`config.mk`:
```
export PLATFORM = sky130hd
export DESIGN_NAME = dadda_multiplier_iterative
export DESIGN_NICKNAME = d
export VERILOG_FILES = /design/src/rtl/dadda_multiplier_iterative.sv
export SDC_FILE = /design/constraint.sdc
export NUM_CORES = 2
export LEC_CHECK = 0
export ABC_AREA = 0
export ABC_CLOCK_PERIOD_IN_PS = 12600
export CORE_MARGIN = 2
export CORE_UTILIZATION = 30
export DETAILED_ROUTE_END_ITERATION = 6
export DONT_BUFFER_PORTS = 1
export GPL_ROUTABILITY_DRIVEN = 0
export PLACE_DENSITY = 0.54
export SYNTH_ARGS = -nofsm -noshare
export SYNTH_HDL_FRONTEND = slang
export SYNTH_SLANG_ARGS = --single-unit
```
`constraint.sdc`:
```
create_clock -name clk -period 12.6 [get_ports clk]
set_input_delay 1.26 -clock clk [delete_from_list [all_inputs] [get_ports clk]]
set_output_delay 1.26 -clock clk [all_outputs]
set_load 0.005 [all_outputs]
```
`src/rtl/dadda_multiplier_iterative.sv`:
```
// Multi-cycle shift-and-add multiplier retiring BITS_PER_CYCLE multiplier bits per clock.
// Optional two's-complement mode is enabled by defining DADDA_MUL_SIGNED_EN.
module dadda_multiplier_iterative #(
    parameter int WIDTH          = 64,
    parameter int BITS_PER_CYCLE = 8
) (
    input  logic                 clk,
    input  logic                 rst,
    input  logic                 in_valid,
    output logic                 in_ready,
    input  logic [WIDTH-1:0]     a,
    input  logic [WIDTH-1:0]     b,
`ifdef DADDA_MUL_SIGNED_EN
    input  logic                 is_signed,
`endif
    output logic                 out_valid,
    input  logic                 out_ready,
    output logic [2*WIDTH-1:0]   product,
    output logic                 busy
);

    localparam int N     = WIDTH / BITS_PER_CYCLE;
    localparam int CNT_W = (N > 1) ? $clog2(N) : 1;
    localparam int SH_W  = $clog2(2 * WIDTH) + 1;

    typedef enum logic [1:0] {
        S_IDLE = 2'd0,
        S_BUSY = 2'd1,
        S_DONE = 2'd2
    } state_t;

    state_t               state_r;
    logic [WIDTH-1:0]     a_reg_r;
    logic [WIDTH-1:0]     b_reg_r;
    logic [2*WIDTH-1:0]   acc_r;
    logic [CNT_W-1:0]     cnt_r;
    logic                 neg_r;

    logic [WIDTH-1:0]     a_mag_s;
    logic [WIDTH-1:0]     b_mag_s;
    logic                 neg_s;
    logic [2*WIDTH-1:0]   pp_s;
    logic [SH_W-1:0]      shift_s;
    logic [2*WIDTH-1:0]   sum_s;
    logic [2*WIDTH-1:0]   result_s;
    logic                 last_s;

    // Two's-complement magnitude; the most negative value maps onto its unsigned twin.
    function automatic logic [WIDTH-1:0] magnitude(input logic [WIDTH-1:0] v, input logic sg);
        if (sg && v[WIDTH-1]) begin
            magnitude = -v;
        end else begin
            magnitude = v;
        end
    endfunction

    // Operand conditioning at accept time.
    always_comb begin
        a_mag_s = a;
        b_mag_s = b;
        neg_s   = 1'b0;
`ifdef DADDA_MUL_SIGNED_EN
        a_mag_s = magnitude(a, is_signed);
        b_mag_s = magnitude(b, is_signed);
        neg_s   = is_signed & (a[WIDTH-1] ^ b[WIDTH-1]);
`endif
    end

    // One digit step: partial product, alignment and running sum.
    always_comb begin
        pp_s     = {{WIDTH{1'b0}}, a_reg_r}
                 * {{(2*WIDTH-BITS_PER_CYCLE){1'b0}}, b_reg_r[BITS_PER_CYCLE-1:0]};
        shift_s  = SH_W'(cnt_r) * SH_W'(BITS_PER_CYCLE);
        sum_s    = acc_r + (pp_s << shift_s);
        last_s   = (cnt_r == CNT_W'(N - 1));
        if (neg_r) begin
            result_s = -sum_s;
        end else begin
            result_s = sum_s;
        end
    end

    // Control FSM with registered handshake outputs and datapath state.
    always_ff @(posedge clk or posedge rst) begin
        if (rst) begin
            state_r   <= S_IDLE;
            a_reg_r   <= '0;
            b_reg_r   <= '0;
            acc_r     <= '0;
            cnt_r     <= '0;
            neg_r     <= 1'b0;
            product   <= '0;
            out_valid <= 1'b0;
            in_ready  <= 1'b0;
            busy      <= 1'b0;
        end else begin
            case (state_r)
                S_IDLE: begin
                    if (in_valid && in_ready) begin
                        a_reg_r  <= a_mag_s;
                        b_reg_r  <= b_mag_s;
                        neg_r    <= neg_s;
                        acc_r    <= '0;
                        cnt_r    <= '0;
                        in_ready <= 1'b0;
                        busy     <= 1'b1;
                        state_r  <= S_BUSY;
                    end else begin
                        in_ready <= 1'b1;
                    end
                end
                S_BUSY: begin
                    acc_r   <= sum_s;
                    b_reg_r <= b_reg_r >> BITS_PER_CYCLE;
                    cnt_r   <= cnt_r + CNT_W'(1);
                    if (last_s) begin
                        product   <= result_s;
                        out_valid <= 1'b1;
                        state_r   <= S_DONE;
                    end else begin
                        state_r   <= S_BUSY;
                    end
                end
                S_DONE: begin
                    if (out_ready) begin
                        out_valid <= 1'b0;
                        busy      <= 1'b0;
                        in_ready  <= 1'b1;
                        state_r   <= S_IDLE;
                    end else begin
                        state_r   <= S_DONE;
                    end
                end
                default: begin
                    out_valid <= 1'b0;
                    busy      <= 1'b0;
                    in_ready  <= 1'b0;
                    state_r   <= S_IDLE;
                end
            endcase
        end
    end

endmodule
```
# ---- Word level (Yosys, flattened, before mapping)
# Cells that the tools add are included.
# W data, S select, Z words.
dict set report classes {
  n_shift 1
  muxes 18
  multipliers 1
  n_addsub 2
  n_bitwise 2
  n_reduce_logical 9
  eq_ne 6
}
# op n
set op_table {}
lappend op_table {{$pmux W128 S2} 1}
lappend op_table {{$add A128 B128 Y128} 1}
lappend op_table {{$mux W128} 1}
lappend op_table {{$pmux W64 S2} 1}
lappend op_table {{$shl A72 B6 Y128} 1}
lappend op_table {{$mul A64 B8 Y72} 1}
lappend op_table {{$mux W64} 1}
lappend op_table {{$pmux W1 S3} 3}
lappend op_table {{$reduce_and A2 Y1} 4}
lappend op_table {{$mux W2} 3}
lappend op_table {{$ne A2 B2 Y1 const B} 3}
lappend op_table {{$pmux W2 S3} 1}
lappend op_table {{$pmux W3 S2} 1}
lappend op_table {{$reduce_and A3 Y1} 2}
lappend op_table {{$mux W1} 5}
lappend op_table {{$add A3 B1 Y3 const B} 1}
lappend op_table {{$eq A3 B3 Y1 const B} 1}
lappend op_table {{$mux W3} 1}
lappend op_table {{$eq A2 B1 Y1 const B} 1}
lappend op_table {{$eq A2 B2 Y1 const B} 1}
lappend op_table {{$logic_not A2 Y1} 1}
lappend op_table {{$not A1 Y1} 2}
lappend op_table {{$reduce_bool A2 Y1} 1}
lappend op_table {{$logic_and A1 B1 Y1} 1}
dict set report word_totals {
  in_bits 132
  reg_bits 392
  output_inout_bits 131
  word_cells 48
}

# ---- Longest topological paths before layout
dict set report logic_depth {
  depth_word 4
  ltp_mapped 39
  ltp_nobuf 35
}

# ---- Worst setup path before layout
# OpenSTA, ideal clock, no wires.
dict set report synth_path {
  kind {reg2reg}
  from {register b_reg_r[3]}
  to {register product[125]}
  setup_ns 0.131
  n_path_buf 3
  period_less_slack_ns 8.515
  arrival_ns 8.384
  setup_slack_ns 4.085
  stages_incl_launch_ff 36
  required_ns 12.469
  path_cell_list {dfrtp_1 clkbuf_1 clkbuf_1 and2_1 fa_1 fa_1 fa_1 inv_1 fa_1 inv_1 ha_1 and3_1 and2_1 a21o_1 a31oi_1 o31ai_2 a31o_2 a2111oi_0 nor3_1 xnor2_1 mux4_2 a21o_1 ha_1 clkbuf_1 nand4_1 or4_1 nor4_2 and3_1 o211ai_1 o221ai_1 nor2_1 o31ai_2 a21o_1 a221oi_1 xor2_1 o21ai_1}
}
dict set report synth_via {
  elab_chain_cells 3
}
# element line_no
set synth_rtl {}
lappend synth_rtl {{start: declaration} 34} ;# logic [WIDTH-1:0] b_reg_r;
lappend synth_rtl {{start signal: assignment} 101} ;# b_reg_r <= b_mag_s;
lappend synth_rtl {{start signal: assignment} 114} ;# b_reg_r <= b_reg_r >> BITS_PER_CYCLE;
lappend synth_rtl {{$mul A64 B8 Y72} 72} ;# * {{(2*WIDTH-BITS_PER_CYCLE){1'b0}}, b_reg_r[BITS_PER_CYCLE-1:0]};
lappend synth_rtl {{$shl A72 B6 Y128} 74} ;# sum_s = acc_r + (pp_s << shift_s);
lappend synth_rtl {{$add A128 B128 Y128} 74}
lappend synth_rtl {{end signal: assignment} 117} ;# product <= result_s;
lappend synth_rtl {{end: declaration} 18} ;# output logic [2*WIDTH-1:0] product,
# No other way between the ends.
# A chain may end at the register's enable or synchronous reset.

# ---- Worst setup path in the final report
dict set report layout_path {
  from {register b_reg_r[2]}
  to {register acc_r[125]}
}
dict set report layout_via {
  elab_chain_cells 4
}
# element line_no
set layout_rtl {}
lappend layout_rtl {{$mul A64 B8 Y72} 72}
lappend layout_rtl {{$shl A72 B6 Y128} 74}
lappend layout_rtl {{$add A128 B128 Y128} 74}
lappend layout_rtl {{$pmux W128 S2} 97} ;# case (state_r)
lappend layout_rtl {{end signal: assignment} 113} ;# acc_r <= sum_s;
lappend layout_rtl {{end: declaration} 35} ;# logic [2*WIDTH-1:0] acc_r;
# No other way between the ends.

==> flow_summary.toml <==
[status]
outcome = "complete, but fails checks"
violations = "DRC"

[setup_path]
setup.reg_to_reg.worst_slack_ns = 1.08
critical-path-slowest-cell = "sky130_fd_sc_hd__dfrtp_1"
worst_path_max_fanout = 45
timing.critical_path.arrival_ns = 12.03
reg2reg_depth = 35
critPathLaunchType = "flop"
timing_worst_setup_path_type = "flop to flop"
reg2reg_from = "b_reg_r[2]"
critical_path_required_ns = 13.10
max_stage_delay_ns = 0.77
r2r-end = "acc_r[125]"
critPathCaptureType = "flop"
crit_path_most_repeated_cell = "sky130_fd_sc_hd__fa_1"

[cts]
clockRootBuffer = "sky130_fd_sc_hd__clkbuf_16"
postCtsHoldBufs = 0
cts.clk_slew.worst_paths_ns = 0.06
cts_tree = "built"
cts_setup_buffers = 0
cts_sinks = 392
clk_path_buf_depth = 3
ctsHtreeMaxLevel = 2
post_cts.resized_instances = 0
cts_buffers = 49
clk-insertion-delay-late_ns = 0.67

[grt]
grt.total_usage = 0.200
number_of_global_route_vias_before_repair = 35662
grt_max_degree = 122
grt_pass1_wl_um = 222000
grt.overflow.total = 0
grt_antenna_before_repair = 2

[timing]
final.setup.tns_ns = 0
grt_setup_unrepaired = "no"
worst-slew-pin-transition_ns = 1.12
finalClockSkew_ns = 0.0563
final.period_utilization = 0.915
tightest_slew_margin_relative_to_the_limit = 0.255
setup_violations = 0
timing.final.max_slew_violations = 0
finalCriticalPeriod_ns = 11.52
post_route_setup_slack_ns = 1.08
max_freq_mhz = 86.8
hold_violations_final = 0

[final_layout]
area_delta_synth_final_pct = 7.46
seqCellArea_sq_mm = 0.00982
multi_input_comb_area_sq_mm = 0.0297
layout.nets = 5634
final_layout_size_suffix_gt1_frac = 0.0427
fillers = 14737

[logic_synthesis]
post_synth_instance_area_sq_mm = 0.0421
netlist_top_cells_area = "sky130_fd_sc_hd__dfrtp_1, sky130_fd_sc_hd__fa_1, sky130_fd_sc_hd__nand2_1, sky130_fd_sc_hd__and2_1, sky130_fd_sc_hd__ha_1"
instance_count_of_the_mapped_netlist = 5135
post-synth-top-count-cell = "sky130_fd_sc_hd__nand2_1"
ys_ff_latch = 392
synth_enable_flop_cells = 0
synth_common_cells = "sky130_fd_sc_hd__nand2_1, sky130_fd_sc_hd__and2_1, sky130_fd_sc_hd__o21ai_0, sky130_fd_sc_hd__dfrtp_1, sky130_fd_sc_hd__fa_1"
synth_area_per_cell_sq_um = 8.19
netlist-cell-type-count = 100
async_reset_ff_frac = 1.00
synth_ff_type = "sky130_fd_sc_hd__dfrtp_1"
synth_top_area_share = 0.233
post-synth-top-area-cell = "sky130_fd_sc_hd__dfrtp_1"
yosysWarnings = 0
synth.net_count = 5861
synth_seq_area_share = 0.233

[die]
dieHeight_um = 378
die-area_sq_mm = 0.143
rows = 137
core_sq_mm = 0.139
ios = 263
initial_utilization = 0.302
die_w_um = 378

[flow_run]
maxCapViolations = 0

[min_path]
hold_class = "flop to flop"
worstHoldPathCells = 2
timing.hold.worst.start = "acc_r[39]"
hold-path-endpoint = "acc_r[39]"

[drt]
drt_antenna_net_count = 0
dr_total_vias = 36340
remaining_drc_errors = 2
routed_wire_length_per_instance_um = 21.3
detail_route.first_pass.iterations = 7
drt_first_iter_violations = 3495
postRouteWirelength_um = 146000
routed_via_density = 5.33

[place]
port_buffers = 0
sum_of_net_half_perimeters_after_detailed_placement_um = 115000
detailedPlace.worstSlack_ns = 1.39
placed cells by master, fill, tap and decap left out, types with 7 or more instances in the layout:
cell type                   instances
sky130_fd_sc_hd__clkbuf_8           9
sky130_fd_sc_hd__mux2_2            28
sky130_fd_sc_hd__xnor2_1          122
sky130_fd_sc_hd__o21ai_0          395
sky130_fd_sc_hd__a31oi_1           79
sky130_fd_sc_hd__o21bai_1          58
sky130_fd_sc_hd__nor2_1           270
sky130_fd_sc_hd__nor2b_1           14
sky130_fd_sc_hd__a21o_1           110
sky130_fd_sc_hd__nand2b_1          10
sky130_fd_sc_hd__and2_1           452
sky130_fd_sc_hd__a221oi_1          12
sky130_fd_sc_hd__a211oi_1          18
sky130_fd_sc_hd__fa_1             373
sky130_fd_sc_hd__nand3_1           65
sky130_fd_sc_hd__o21ai_1           53
sky130_fd_sc_hd__a21boi_0          13
sky130_fd_sc_hd__dfrtp_1          387
sky130_fd_sc_hd__nand2_1          917
sky130_fd_sc_hd__o22ai_1           23
sky130_fd_sc_hd__mux2i_1           55
sky130_fd_sc_hd__and3_1            35
sky130_fd_sc_hd__nand4_1           90
sky130_fd_sc_hd__clkinv_2          11
sky130_fd_sc_hd__ha_1             221
sky130_fd_sc_hd__clkbuf_16         49
sky130_fd_sc_hd__xor2_1            67
sky130_fd_sc_hd__o211ai_1           8
sky130_fd_sc_hd__o31ai_1           19
sky130_fd_sc_hd__nor3_1            35
sky130_fd_sc_hd__buf_4             37
sky130_fd_sc_hd__a21oi_1          305
sky130_fd_sc_hd__or3_1              8
sky130_fd_sc_hd__inv_1            370
sky130_fd_sc_hd__o221ai_1          16
sky130_fd_sc_hd__nor4_1             8
sky130_fd_sc_hd__o21a_1            24
sky130_fd_sc_hd__a211o_1            7
sky130_fd_sc_hd__a22oi_1            7
routing by layer:
| layer | up-vias | global-route usage | wire length, um |
|---|---|---|---|
| met5 | - | 0 | 15 |
| met4 | 2 | 0.0699 | 5490 |
| met3 | 250 | 0.0436 | 12100 |
| met2 | 1358 | 0.314 | 65500 |
| met1 | 17966 | 0.271 | 62600 |
| li1 | 16764 | - | - |
per-stage QoR:
stage	hold WS, ns	instances	util	instance area (sq um)
6_report	0.487	6822	0.324	45200
5_1_grt	0.514	6820	0.324	45200
4_1_cts	0.490	6820	0.324	45200
3_5_place_dp	0.477	6733	0.312	43500
2_1_floorplan	0.453	5135	-	42100
3_3_place_gp	0.472	6733	0.312	43500
worst max-delay path by stage:
stage,to,depth (start not counted),slack (ns),startpoint
finish,acc_r[125],35,1.08,b_reg_r[2]
global route,product[125],34,0.82,b_reg_r[2]
CTS,product[125],35,1.30,b_reg_r[2]
detailed placement,product[125],35,1.39,b_reg_r[2]
global placement,product[125],35,1.63,b_reg_r[2]
floorplan,a_reg_r[0],1,0.44,rst
kinds of logic (layout without fill, tap and decap cells):
group           after synthesis  count (layout)  synth area share
buf+inv                     689             498            0.0628
xor+xnor                    191             191            0.0403
flops                       392             392             0.233
fa+ha+maj                   594             594             0.243
mux                          85              85            0.0217
other cells                   0               2                 0
simple gates               1947            1947             0.218
compound gates             1237            1237             0.181
layout make-up:
class,instances,area share
clock inverter,26,0.00711
antenna,2,0.000111
tap,1876,0.0519
sequential,392,0.217
clock buffer,61,0.0301
inverter,373,0.0311
timing repair buffer,38,0.00659
multi-input combinational,4054,0.656
state kept, by name (all words and copies together) (netlist names):
| name | count |
|---|---|
| cnt_r | 3 |
| busy | 1 |
| a_reg_r | 64 |
| out_valid | 1 |
| acc_r | 128 |
| in_ready | 1 |
| state_r | 2 |
| product | 128 |
| b_reg_r | 64 |
critical path: cells and delay by family (launching register included):
kind	cells	cell delay, ns
simple gates	6	2.01
mux	2	0.66
fa+ha+maj	6	2.82
flops	1	0.77
xor+xnor	2	0.82
buf+inv	4	0.77
compound gates	15	3.44
Power is not shown: default switching activity piles up to over one toggle a cycle in this logic, so the estimate is an artifact.
